$ cat config.mk
export PLATFORM = sky130hd
export DESIGN_NAME = mul_unit
export DESIGN_NICKNAME = d
export VERILOG_FILES = /design/src/rtl/mul_unit_pkg.sv /design/src/rtl/mul_unit_stage_reg.sv /design/src/rtl/mul_unit.sv
export SDC_FILE = /design/constraint.sdc
export NUM_CORES = 2
export LEC_CHECK = 0
export CORE_MARGIN = 3
export CORE_UTILIZATION = 45
export DETAILED_ROUTE_END_ITERATION = 10
export DONT_BUFFER_PORTS = 1
export PLACE_DENSITY = 0.73
export SYNTH_ARGS = -nofsm -noshare
export SYNTH_HDL_FRONTEND = slang
export SYNTH_SLANG_ARGS = --single-unit
$ cat constraint.sdc
create_clock -name clk -period 8.25 [get_ports clk]
set_clock_uncertainty 0.05 [all_clocks]
set_input_delay 1.65 -clock clk [delete_from_list [all_inputs] [get_ports clk]]
set_output_delay 1.65 -clock clk [all_outputs]
set_load 0.005 [all_outputs]
$ cat src/rtl/mul_unit_pkg.sv
// Shared constants and the stage-register layout for the pipelined MUL execute unit.
package mul_unit_pkg;

   localparam int WORD_SIZE  = 32;
   localparam int REG_BITS   = 5;
   localparam int MUL_STAGES = 5;

   localparam logic [6:0] OPCODE_ALU     = 7'b0110011;
   localparam logic [6:0] OPCODE_ALU_IMM = 7'b0010011;
   localparam logic [6:0] MUL_FUNCT7     = 7'b0000001;
   localparam logic [2:0] MUL_FUNCT3     = 3'b000;

   typedef struct packed {
      logic                 valid;
      logic [REG_BITS-1:0]  rd;
      logic [WORD_SIZE-1:0] data;
   } mul_stage_t;

   function automatic logic is_mul_op(input logic       valid,
                                      input logic [6:0] opcode,
                                      input logic [6:0] funct7,
                                      input logic [2:0] funct3);
      return valid && (opcode == OPCODE_ALU) && (funct7 == MUL_FUNCT7)
             && (funct3 == MUL_FUNCT3);
   endfunction

endpackage

$ cat src/rtl/mul_unit_stage_reg.sv
// One multiplier pipeline stage: reset clears it, flush drops the valid bit,
// stall holds it, otherwise it loads the upstream stage.
module mul_stage_reg
   import mul_unit_pkg::*;
(
   input  logic       clk,
   input  logic       reset,
   input  logic       stall,
   input  logic       flush,
   input  mul_stage_t stage_in,
   output mul_stage_t stage_out
);

   mul_stage_t stage_d;
   mul_stage_t stage_q;

   // Flush wins over stall so a frozen pipe can still be killed.
   always_comb begin
      stage_d = stage_q;
      if (flush) begin
         stage_d.valid = 1'b0;
      end else if (!stall) begin
         stage_d = stage_in;
      end
   end

   always_ff @(posedge clk) begin
      if (reset) begin
         stage_q <= '0;
      end else begin
         stage_q <= stage_d;
      end
   end

   assign stage_out = stage_q;

endmodule

$ cat src/rtl/mul_unit.sv
// Fixed-latency MUL execute unit: product formed at entry, then carried down a
// stallable/flushable shift pipe whose last stage feeds writeback.
module mul_unit
   import mul_unit_pkg::mul_stage_t;
   import mul_unit_pkg::is_mul_op;
#(
   parameter int WORD_SIZE  = mul_unit_pkg::WORD_SIZE,
   parameter int MUL_STAGES = mul_unit_pkg::MUL_STAGES,
   parameter int REG_BITS   = mul_unit_pkg::REG_BITS
) (
   input  logic                 clk,
   input  logic                 reset,
   input  logic                 valid_in,
   input  logic [6:0]           opcode,
   input  logic [6:0]           funct7,
   input  logic [2:0]           funct3,
   input  logic [WORD_SIZE-1:0] s1,
   input  logic [WORD_SIZE-1:0] s2,
   input  logic [REG_BITS-1:0]  rd,
   input  logic                 stall_in,
   input  logic                 flush,
   input  logic [REG_BITS-1:0]  rd_query,
   output logic                 stall_out,
   output logic                 rd_hit,
   output logic                 valid_out,
   output logic [REG_BITS-1:0]  rd_out,
   output logic [WORD_SIZE-1:0] result
);

   logic                 is_mul;
   logic [WORD_SIZE-1:0] product;
   mul_stage_t           pipe [MUL_STAGES+1];

   assign is_mul  = is_mul_op(valid_in, opcode, funct7, funct3);
   // Low half of the product is sign-agnostic, so one unsigned multiply serves both.
   assign product = s1 * s2;

   assign pipe[0] = '{valid: is_mul, rd: rd, data: product};

   for (genvar k = 1; k <= MUL_STAGES; k++) begin : g_stage
      mul_stage_reg u_stage (
         .clk       (clk),
         .reset     (reset),
         .stall     (stall_in),
         .flush     (flush),
         .stage_in  (pipe[k-1]),
         .stage_out (pipe[k])
      );
   end

   assign stall_out = is_mul & stall_in;
   assign valid_out = pipe[MUL_STAGES].valid;
   assign rd_out    = pipe[MUL_STAGES].rd;
   assign result    = pipe[MUL_STAGES].data;

   always_comb begin
      rd_hit = 1'b0;
      for (int k = 1; k <= MUL_STAGES; k++) begin
         if (pipe[k].valid && (pipe[k].rd == rd_query)) begin
            rd_hit = 1'b1;
         end
      end
      if (rd_query == '0) begin
         rd_hit = 1'b0;
      end
   end

endmodule

# == Yosys cells after proc, flatten, opt, wreduce, memory -nomap -nowiden ==
# Index checks and enable logic that the tools add are counted.
# op_classes
n_reduce_logical,12
muxes,6
eq_ne,7
multipliers,1
n_bitwise,3
# ops
operator,n
multiplier 32 x 32 -> 32 bit,1
== test 5 bit,5
logical AND 1 bit,8
"== test 7 x 1 -> 1 bit, second input constant",1
"== test 7 x 6 -> 1 bit, second input constant",1
two-way mux 1 bit,6
zero test 5 bit,1
zero test 3 bit,1
NOT 1 bit,2
AND reduction 2 bit,1
OR reduction 2 bit,1
bitwise AND 1 bit,1
# totals
register_bits,190
inputBits,96

# == Logic depth before layout (Yosys ltp) ==
# depth
ltp_word,8
ltp_mapped,28
depth_no_buf,25

# == Hierarchy ==
# From an unflattened synthesis, not the netlist that was laid out.
# hier_totals
cells_unflattened,2624
hier_area_um2,24163.2
# by_module_without_submodules
module,seq_area_each_um2,n_inst,area_each_um2,cells_each
mul_unit,0.0,1,16136.7,1769
mul_stage_reg,760.7,5,1605.3,171

# == Least setup slack after synthesis ==
# No wires, ideal clock.
# synth_timing
path_kind,input-to-reg
start,input port s2[3]
end,register g_stage[1].u_stage.stage_q (netlist bit g_stage[1].u_stage.stage_out[31])
required_time_ns,8.130
cell_stages,23
setup_ns,0.070
arrival_time_ns,7.921
path_slack_ns,0.209
cell_sequence,clkbuf_1 -> clkbuf_1 -> and2_1 -> fa_1 -> inv_1 -> fa_1 -> fa_1 -> fa_1 -> inv_1 -> fa_1 -> fa_1 -> fa_1 -> fa_1 -> ha_1 -> a21o_1 -> a21o_1 -> a21o_1 -> a211oi_1 -> a21oi_1 -> o41ai_1 -> xnor2_1 -> nand2_1 -> a21oi_1
# synth_via
elab_chain_cells,1
# synth_rtl
item,line,text
start: declaration,mul_unit.sv:18,"input logic [WORD_SIZE-1:0] s2,"
multiplier 32 x 32 -> 32 bit,mul_unit.sv:36,assign product = s1 * s2;
end signal: assignment,mul_unit_stage_reg.sv:31,stage_q <= stage_d;
end: declaration,mul_unit_stage_reg.sv:15,mul_stage_t stage_q;
# No other way between the ends.
# A chain may end at the register's enable or synchronous reset.

# == Final worst setup path ==
# layout_timing
start,input port s2[8]
end,register g_stage[1].u_stage.stage_q (netlist bit g_stage[1].u_stage.stage_out[31])
# Same word-level chain as after synthesis.

==> results.sh <==
export IMPL_largest_reg_flops=190
export IMPL_min_to="g_stage[4].u_stage.stage_out[29]"
export IMPL_r2r_cells=2
export IMPL_final_common_cell="nand2_1"
export IMPL_postCtsResizedCells=0
export IMPL_path_max_fanout=24
export IMPL_path_clk_slew_ns=0.06
export IMPL_fmax_mhz=130
export IMPL_timing_final_crit_share_pct=93.5
export IMPL_hold_start="g_stage[3].u_stage.stage_out[29]"
export IMPL_max_cap_violations=0
export IMPL_status="complete, no violations"
export IMPL_nets=3064
export IMPL_fin_crit_ns=7.71
export IMPL_ys_async_sr_fraction_pct=0
export IMPL_finalSetupViolations=0
export IMPL_place_hpwl_microns=41100
export IMPL_use_met3_pct=2.91
export IMPL_grt_max_degree=198
export IMPL_grt_pass1_vias=17500
export IMPL_cpPeakStageDelay_ns=0.56
export IMPL_synth_flop_cell="dfxtp_1"
export IMPL_track_usage_pct=21.0
export IMPL_whs_path_depth=2
export IMPL_hold_violations=0
export IMPL_syn_inst=2565
export IMPL_root_buffer="clkbuf_16"
export IMPL_mostFrequentLayoutCells="nand2_1, fa_1, and2_1"
export IMPL_dieHeight_microns=230
export IMPL_post_cts_buffers=0
export IMPL_synth_edf_count=0
export IMPL_synthesis_nets=3192
export IMPL_clk_latency_ns=0.42
export IMPL_drive_above_1_share_pct=1.67
export IMPL_dp_cells=3082
export IMPL_holdCritPathClass="reg -> reg"
export IMPL_cp_cell_sequence="and2_1 -> fa_1 -> inv_1 -> fa_1 -> fa_1 -> inv_1 -> fa_1 -> inv_1 -> fa_1 -> inv_1 -> fa_1 -> fa_1 -> fa_1 -> ha_1 -> and4_1 -> nand2_1 -> nor2_1 -> o211ai_1 -> a21oi_1 -> o41ai_1 -> xnor2_1 -> nand2_1 -> a21oi_1"
export IMPL_top_usage_layer="met2"
export IMPL_die_width_microns=230
export IMPL_antenna_found_initial=2
export IMPL_cp_slowest_cell="fa_1"
export IMPL_met2_usage_pct=36.0
export IMPL_worst_pin_slew_ns=1.11
export IMPL_drc_errors=0
export IMPL_r2r_end="g_stage[4].u_stage.stage_out[35]"
export IMPL_worstPathRequired_ns=8.56
export IMPL_start_util_pct=45.8
export IMPL_grt_pass1_wl_microns=89300
export IMPL_drt_iter0_drc=1028
export IMPL_rrSetupSlack_ns=7.50
export IMPL_cts_buffers=17
export IMPL_pin_count=136
export IMPL_cts_hold_buf=0
export IMPL_cp_end_kind="register"
export IMPL_synth_top_area_share_pct=36.3
export IMPL_reg2reg_from="g_stage[4].u_stage.stage_out[35]"
export IMPL_crit_path_start_kind="input pin"
export IMPL_final_cells=3116
export IMPL_gp_congestion=0.904
export IMPL_yosys_area_top_type="fa_1"
export IMPL_timing_critical_path_mode_cell="fa_1"
export IMPL_rows=81
export IMPL_maxSlewHeadroom_pct=25.9
export IMPL_core_area_sq_mm=0.0492
export IMPL_grt_overflow_total=0
export IMPL_rsz0062_at_grt="no"
export IMPL_wire_per_inst_microns=17.4
export IMPL_yosys_warnings=0
export IMPL_ys_types=45
export IMPL_ys_top_cells_by_area="fa_1, dfxtp_1, and2_1"
export IMPL_cts_tree="done"
export IMPL_synth_avg_cell_area_sq_um=8.78
export IMPL_ant_nets=0
export IMPL_ctsHtreeMaxLevel=4
export IMPL_drt_total_wl_microns=54100
export IMPL_synth_seq_cells=190
export IMPL_syn2layout_area_growth_pct=3.82
export IMPL_die_area_sq_mm=0.0528
export IMPL_crit_buf_inv=4
export IMPL_synth_area_sq_mm=0.0225
export IMPL_vias=16200
export IMPL_cts_sinks=190
export IMPL_crit_family="adder cells"
export IMPL_ys_seq_area_share_pct=16.9
export IMPL_path_class="in -> reg"
export IMPL_clockBufferDepth=2
export IMPL_finalMaxSlewViolations=0
export IMPL_fin_tns_setup_ns=0
export IMPL_grtUsageMet1_pct=27.4
export IMPL_detail_route_vias_per_cell=5.21
export IMPL_port_buffers=0
export IMPL_worstPathArrival_ns=8.02
export IMPL_drtPass1Iterations=5
[routing by layer]
metal  share of wire, %  wire [microns]  up-vias
met2                 49           26500      551
met4                3.3            1790        0
met3                6.0            3220      116
li1                   -               -     7464
met1                 42           22500     8109
met5                  0               0        -
[worst max-delay path by stage]
| stage | from | endpoint | slack, ns | cells after the start |
|---|---|---|---|---|
| after floorplan | s2[3] | g_stage[1].u_stage.stage_out[31] | 0.21 | 23 |
| after global placement | s1[16] | g_stage[1].u_stage.stage_out[31] | 0.20 | 23 |
| after detailed placement | s1[16] | g_stage[1].u_stage.stage_out[31] | 0.15 | 23 |
| after CTS | s1[16] | g_stage[1].u_stage.stage_out[31] | 0.59 | 23 |
| after global routing | s1[16] | g_stage[1].u_stage.stage_out[31] | 0.31 | 23 |
| final | s2[8] | g_stage[1].u_stage.stage_out[31] | 0.54 | 23 |
[cell type report]
class | count | area (sq um)
inverters | 359 | 1350
repair buffers | 6 | 45.0
clock inverters | 12 | 96.3
fillers | 4628 | 25800
clock buffers | 20 | 447
flip-flops and latches | 190 | 3800
well taps | 664 | 831
diodes | 2 | 5.00
multi-input cells | 1863 | 16800
[logic make-up (layout without fill, tap and decap cells)]
kind of cell    count (synthesis)  in the layout  share of synthesized area (%)
other cells                     0              2                              0
compound gates                257            257                           6.31
buf+inv                       512            397                           8.53
simple gates                  968            968                           20.9
flops                         190            190                           16.9
xor+xnor                      103            103                           4.07
fa+ha+maj                     531            531                           43.1
mux                             4              4                          0.178
[synth_stat cells, types with 5 or more instances]
master	number
clkbuf_1	147
nor2_1	20
a21oi_1	202
and2_1	366
inv_1	359
nand3b_1	7
nand2_1	520
fa_1	408
a21o_1	12
a211oi_1	6
dfxtp_1	190
xor2_1	35
nor4_1	8
nand3_1	13
o21ai_0	12
a31oi_1	5
xnor2_1	67
nor3_1	9
ha_1	123
buf_1	6
[per-stage QoR]
stage	hold WS, ns	area, sq um	worst slack, ns	utilization (%)
3_3_place_gp	0.380	22800	0.197	46.5
4_1_cts	0.397	23400	0.591	47.6
5_1_grt	0.412	23400	0.313	47.6
6_report	0.394	23400	0.537	47.6
3_5_place_dp	0.387	22800	0.155	46.5
2_1_floorplan	0.382	22500	0.209	-
[worst reg2reg max path, cell delays in order, from the launching register on]
cell and delay (ns):
dfxtp_1 0.41, nand2_1 0.07, a21oi_1 0.16
Power is left out: the tool's default activity adds up to more than one toggle a clock period on the data nets, which glitch-free logic cannot reach.
